==> config.mk <==
export PLATFORM = sky130hd
export DESIGN_NAME = instruction_sequencer_flat
export DESIGN_NICKNAME = d
export VERILOG_FILES = /design/src/rtl/instruction_sequencer_if.sv /design/src/rtl/instruction_sequencer.sv /design/src/flat_wrapper.sv
export SDC_FILE = /design/constraint.sdc
export NUM_CORES = 1
export LEC_CHECK = 0
export ABC_AREA = 1
export BUFFER_PORTS_ARGS = -buffer_cell sky130_fd_sc_hd__buf_2
export CORE_ASPECT_RATIO = 0.9
export CORE_MARGIN = 8
export CORE_UTILIZATION = 40
export DETAILED_ROUTE_END_ITERATION = 6
export PLACE_DENSITY_LB_ADDON = 0.25
export SLEW_MARGIN = 20
export SYNTH_ARGS = -nofsm -noshare
export SYNTH_HDL_FRONTEND = slang
export SYNTH_SLANG_ARGS = --single-unit
==> constraint.sdc <==
create_clock -name clk -period 1.69 [get_ports clk]
set_input_delay 0.2535 -clock clk [delete_from_list [all_inputs] [get_ports clk]]
set_output_delay 0.2535 -clock clk [all_outputs]
set_load 0.03 [all_outputs]
==> src/rtl/instruction_sequencer_if.sv <==
// Host-program, instruction-memory and CPU-fetch signals of the instruction sequencer.
// The sequencer connects through the slave modport; the driving environment uses master.
interface instruction_sequencer_if #(
    parameter int IW    = 12,
    parameter int DEPTH = 8
);
    localparam int PW = $clog2(DEPTH);

    logic          prog_valid;
    logic [IW-1:0] prog_data;
    logic          prog_ready;
    logic          run;
    logic          abort;
    logic          mem_load;
    logic [IW-1:0] mem_data;
    logic [PW-1:0] mem_index;
    logic [IW-1:0] mem_out;
    logic [IW-1:0] instr;
    logic          instr_valid;
    logic          instr_ready;
    logic          branch_en;
    logic [PW-1:0] branch_target;
    logic [1:0]    state;

    modport slave (
        input  prog_valid, prog_data, run, abort, mem_out,
               instr_ready, branch_en, branch_target,
        output prog_ready, mem_load, mem_data, mem_index,
               instr, instr_valid, state
    );

    modport master (
        output prog_valid, prog_data, run, abort, mem_out,
               instr_ready, branch_en, branch_target,
        input  prog_ready, mem_load, mem_data, mem_index,
               instr, instr_valid, state
    );
endinterface

==> src/rtl/instruction_sequencer.sv <==
// Loads a program into an external shift-in instruction memory, then fetches it to a CPU.
// Define SEQ_LOOP_EN to wrap from the last index to 0 instead of stopping in DONE.
module instruction_sequencer #(
    parameter int IW    = 12,
    parameter int DEPTH = 8
) (
    input  logic                   clk,
    input  logic                   reset,
    instruction_sequencer_if.slave bus
);
    localparam int PW = $clog2(DEPTH);
    localparam int CW = $clog2(DEPTH + 1);

    localparam logic [1:0] S_IDLE = 2'b00;
    localparam logic [1:0] S_LOAD = 2'b01;
    localparam logic [1:0] S_RUN  = 2'b10;
    localparam logic [1:0] S_DONE = 2'b11;

    localparam logic [PW-1:0] PC_LAST  = PW'(DEPTH - 1);
    localparam logic [CW-1:0] CNT_FULL = CW'(DEPTH);

    logic [1:0]    state_q, state_d;
    logic [PW-1:0] pc_q, pc_d;
    logic [CW-1:0] load_cnt_q, load_cnt_d;
    logic          mem_load_q, mem_load_d;
    logic [IW-1:0] mem_data_q, mem_data_d;
    logic          armed_q, armed_d;

    logic prog_ready;
    logic accept;
    logic consume;
    logic in_run;

    // armed_q stays low for the first cycle after reset while the memory clears itself.
    assign in_run     = (state_q == S_RUN);
    assign prog_ready = armed_q && !state_q[1] && (load_cnt_q < CNT_FULL)
                        && !bus.run && !bus.abort;
    assign accept     = bus.prog_valid && prog_ready;
    assign consume    = in_run && bus.instr_ready;

    always_comb begin
        state_d    = state_q;
        pc_d       = pc_q;
        load_cnt_d = load_cnt_q;
        mem_data_d = mem_data_q;
        mem_load_d = accept;
        armed_d    = 1'b1;

        if (accept) begin
            mem_data_d = bus.prog_data;
            if (load_cnt_q < CNT_FULL) begin
                load_cnt_d = load_cnt_q + CW'(1);
            end
        end

        if (bus.abort) begin
            state_d    = S_IDLE;
            pc_d       = '0;
            load_cnt_d = '0;
            mem_load_d = 1'b0;
        end else if (bus.run) begin
            state_d = S_RUN;
            pc_d    = '0;
        end else begin
            case (state_q)
                S_IDLE: begin
                    if (accept) begin
                        state_d = S_LOAD;
                    end
                end
                S_RUN: begin
                    if (consume) begin
                        if (bus.branch_en) begin
                            pc_d = bus.branch_target;
                        end else if (pc_q != PC_LAST) begin
                            pc_d = pc_q + PW'(1);
                        end else begin
`ifdef SEQ_LOOP_EN
                            pc_d = '0;
`else
                            state_d = S_DONE;
`endif
                        end
                    end
                end
                default: begin
                end
            endcase
        end
    end

    always_ff @(posedge clk or negedge reset) begin
        if (!reset) begin
            state_q    <= S_IDLE;
            pc_q       <= '0;
            load_cnt_q <= '0;
            mem_load_q <= 1'b0;
            mem_data_q <= '0;
            armed_q    <= 1'b0;
        end else begin
            state_q    <= state_d;
            pc_q       <= pc_d;
            load_cnt_q <= load_cnt_d;
            mem_load_q <= mem_load_d;
            mem_data_q <= mem_data_d;
            armed_q    <= armed_d;
        end
    end

    // An abort arriving while a shift-in strobe is out cancels that strobe too.
    assign bus.prog_ready  = prog_ready;
    assign bus.mem_load    = mem_load_q && !bus.abort;
    assign bus.mem_data    = mem_data_q;
    assign bus.mem_index   = in_run ? pc_q : '0;
    assign bus.instr       = in_run ? bus.mem_out : '0;
    assign bus.instr_valid = in_run;
    assign bus.state       = state_q;
endmodule

==> src/flat_wrapper.sv <==
// flat-port wrapper written by rule: the top's interface ports become plain ports
module instruction_sequencer_flat 
#(
    parameter int IW    = 12,
    parameter int DEPTH = 8
)
  (clk, reset, bus_prog_valid, bus_prog_data, bus_run, bus_abort, bus_mem_out, bus_instr_ready, bus_branch_en, bus_branch_target, bus_prog_ready, bus_mem_load, bus_mem_data, bus_mem_index, bus_instr, bus_instr_valid, bus_state);
  instruction_sequencer_if #(.IW(IW), .DEPTH(DEPTH)) bus_i ();
  input  logic clk;
  input  logic reset;
  input wire logic [$bits(bus_i.prog_valid)-1:0] bus_prog_valid;
  input wire logic [$bits(bus_i.prog_data)-1:0] bus_prog_data;
  input wire logic [$bits(bus_i.run)-1:0] bus_run;
  input wire logic [$bits(bus_i.abort)-1:0] bus_abort;
  input wire logic [$bits(bus_i.mem_out)-1:0] bus_mem_out;
  input wire logic [$bits(bus_i.instr_ready)-1:0] bus_instr_ready;
  input wire logic [$bits(bus_i.branch_en)-1:0] bus_branch_en;
  input wire logic [$bits(bus_i.branch_target)-1:0] bus_branch_target;
  output wire logic [$bits(bus_i.prog_ready)-1:0] bus_prog_ready;
  output wire logic [$bits(bus_i.mem_load)-1:0] bus_mem_load;
  output wire logic [$bits(bus_i.mem_data)-1:0] bus_mem_data;
  output wire logic [$bits(bus_i.mem_index)-1:0] bus_mem_index;
  output wire logic [$bits(bus_i.instr)-1:0] bus_instr;
  output wire logic [$bits(bus_i.instr_valid)-1:0] bus_instr_valid;
  output wire logic [$bits(bus_i.state)-1:0] bus_state;
  assign bus_i.prog_valid = bus_prog_valid;
  assign bus_i.prog_data = bus_prog_data;
  assign bus_i.run = bus_run;
  assign bus_i.abort = bus_abort;
  assign bus_i.mem_out = bus_mem_out;
  assign bus_i.instr_ready = bus_instr_ready;
  assign bus_i.branch_en = bus_branch_en;
  assign bus_i.branch_target = bus_branch_target;
  assign bus_prog_ready = bus_i.prog_ready;
  assign bus_mem_load = bus_i.mem_load;
  assign bus_mem_data = bus_i.mem_data;
  assign bus_mem_index = bus_i.mem_index;
  assign bus_instr = bus_i.instr;
  assign bus_instr_valid = bus_i.instr_valid;
  assign bus_state = bus_i.state;
  instruction_sequencer #(.IW(IW), .DEPTH(DEPTH)) u_core (.clk(clk), .reset(reset), .bus(bus_i));
endmodule
==> flow_metrics.env <==
export IMPL_outcome="finished, final reports clean"
export IMPL_tightest_slew_ns=0.505
export IMPL_globalRoute_totalOverflow=0
export IMPL_start_util=0.422
export IMPL_drive_above_1_share=0.406
export IMPL_grt_start_max_net_pins=24
export IMPL_dieWidth_um=73.0
export IMPL_dieArea_um2=4910
export IMPL_cp_end_kind="primary output"
export IMPL_instances_no_fill=269
export IMPL_fill_cells=263
export IMPL_synth_cells=156
export IMPL_maxSlewViolCount=0
export IMPL_place_hpwl_um=2490
export IMPL_synth_top_area_frac=0.493
export IMPL_grt_pass1_wl_um=4930
export IMPL_clock_skew_ns=0.00483
export IMPL_power_mw=1.45
export IMPL_place_ws_ns=0.307
export IMPL_gp_congestion=0.743
export IMPL_cts_tree="done"
export IMPL_synthTopCellsByArea="dfrtp_1, nand2_1, inv_1"
export IMPL_holdCritPathClass="primary input to flop"
export IMPL_synth_seq_area_share=0.493
export IMPL_syn_to_final_growth_pct=51.3
export IMPL_clock_sinks=23
export IMPL_synth_xor_area_share=0.0150
export IMPL_layout_commonest_cell="nand2_1"
export IMPL_insertion_delay_ns=0.31
export IMPL_cts_root_buffer="clkbuf_4"
export IMPL_antenna_found_initial=0
export IMPL_clk_pin_slew_worst_paths_ns=0.12
export IMPL_drt_iter0_markers=57
export IMPL_grt_pass1_vias=1132
export IMPL_min_period_ns=1.61
export IMPL_avgSynthCellArea_um2=7.49
export IMPL_ioPinCount=66
export IMPL_layout_setup_ws_ns=0.0800
export IMPL_grt_util_all_layers=0.128
export IMPL_critPathKind="flop to primary output"
export IMPL_hold_viol_final=0
export IMPL_critPathMaxFanout=6
export IMPL_final_cell_mix="nand2_1, buf_2, inv_1, dfrtp_1, nor2_4"
export IMPL_port_buffers=65
export IMPL_powerDensity_nw_per_um2=818
export IMPL_fmax_ghz=0.621
export IMPL_syn_nets=193
export IMPL_placed_cells=260
export IMPL_ir_worst_vdd_mv=0.585
export IMPL_drcViolationCount=0
export IMPL_setup_viol=0
export IMPL_rows=18
export IMPL_ys_seq_elements=23
export IMPL_synthAdderAreaFrac=0.0321
export IMPL_num_antenna_cells=0
export IMPL_period_share=0.953
export IMPL_synth_compound_area_share=0.0364
export IMPL_cp_start_kind="flop"
export IMPL_cts_inserted_buffers=3
export IMPL_synth_warnings=0
export IMPL_muxShareOfSynthArea=0
export IMPL_vias=1153
export IMPL_firstDrtPassIters=4
export IMPL_h_tree_depth=1
export IMPL_antenna_left=0
export IMPL_p_leak_nw=1.07
export IMPL_grt_setup_unrepaired="true"
export IMPL_coreArea_um2=2770
export IMPL_maxSlewHeadroom=0.663
export IMPL_die_h_um=67.3
export IMPL_final_nets=267
export IMPL_worst_ep_required_time_ns=1.44
export IMPL_synth_simple_area_share=0.322
export IMPL_vias_per_cell=4.29
export IMPL_drt_total_wl_um=3100
export IMPL_cap_violations=0
export IMPL_cts_buffer_depth=2
export IMPL_synth_top_cell_by_area="dfrtp_1"
export IMPL_syn_area_um2=1170
export IMPL_synth_top_family_by_area="simple AND/OR/NAND/NOR gates"
export IMPL_wire_per_inst_um=11.5
export IMPL_critPathArrivalTime_ns=1.36
export IMPL_ys_types=19
-- per-layer routing --
metal	part of all wire	vias up	global-route usage
li1	-	605	-
met1	0.43	490	0.138
met2	0.43	53	0.215
met3	0.13	5	0.0562
met4	0.015	0	0.0599
met5	0	-	0
-- cell type report --
cell class,count,area [um2],area share
clock buffers,4,26.3,0.0149
well taps,40,50.0,0.0283
repair buffers,72,459,0.260
inverters,25,95.1,0.0538
flip-flops and latches,23,577,0.326
multi-input cells,105,561,0.317
-- power by group --
group          total (mW)  switching, mW  internal, mW  leakage, nW
logic               0.529          0.348         0.181        0.758
clock network       0.249          0.157        0.0921       0.0150
registers           0.668         0.0416         0.626        0.298
-- what timing repair did --
action,CTS,global route
hold buffers,1,0
resized for setup,14,6
endpoints found under the hold margin,23,0
pin swaps,1,2
setup endpoints to repair,6,8
gates cloned,1,0
setup buffers,3,0
-- stage by stage --
stage | hold slack (ns) | util | cell area, um2 | TNS [ns]
floorplan | -0.0421 | - | 1260 | 0
global placement | 0.251 | 0.590 | 1640 | 0
detailed placement | 0.252 | 0.590 | 1640 | 0
CTS | 0.125 | 0.637 | 1760 | 0
global route | 0.107 | 0.638 | 1770 | -0.0244
finish | 0.136 | 0.638 | 1770 | 0
-- sequential cells by signal, indices dropped and copies added, names as in the netlist --
name and cells:
u_core.load_cnt_q 4, u_core.armed_q 1, u_core.bus.state 2, u_core.mem_load_q 1, u_core.pc_q 3, u_core.bus.mem_data 12
-- logic make-up (layout without fill, tap and decap cells) --
| family | after synthesis | in the layout |
|---|---|---|
| XOR/XNOR | 2 | 2 |
| buffers and inverters | 28 | 101 |
| other | 1 | 1 |
| flip-flops | 23 | 23 |
| AO/OA/AOI/OAI | 7 | 7 |
| adder cells (fa/ha/maj) | 3 | 3 |
| AND/OR/NAND/NOR | 92 | 92 |
-- cell usage after synthesis --
master / number
clkbuf_1: 1
clkinv_2: 1
o21ai_0: 3
nand3_1: 5
xor2_1: 2
ha_1: 3
nor2_1: 21
conb_1: 1
dfrtp_1: 23
inv_1: 24
buf_6: 1
nor2_4: 2
nand2_1: 62
o211ai_1: 1
o211a_1: 1
nand2_2: 1
nand2_4: 1
a21oi_1: 2
buf_2: 1
-- critical path, cell delays in order, from the launching register on --
cell	delay [ns]
dfrtp_1	0.43
nor2_4	0.12
inv_2	0.09
buf_12	0.14
nor2_1	0.07
buf_2	0.20
-- worst paths after layout --
check | startpoint | endpoint | slack [ns] | depth (start not counted)
max | u_core.bus.state[0] | bus_instr[7] | 0.08 | 5
min | bus_prog_data[2] | u_core.bus.mem_data[2] | 0.14 | 3
max reg2reg | u_core.pc_q[0] | u_core.pc_q[0] | 0.29 | 6
min reg2reg | u_core.bus.mem_data[9] | u_core.bus.mem_data[9] | 0.49 | 2
max in group asynchronous | reset | u_core.bus.state[1] | 0.90 | 2
min in group asynchronous | reset | u_core.bus.mem_data[5] | 0.43 | 2
Power figures use the tool's default switching activity.
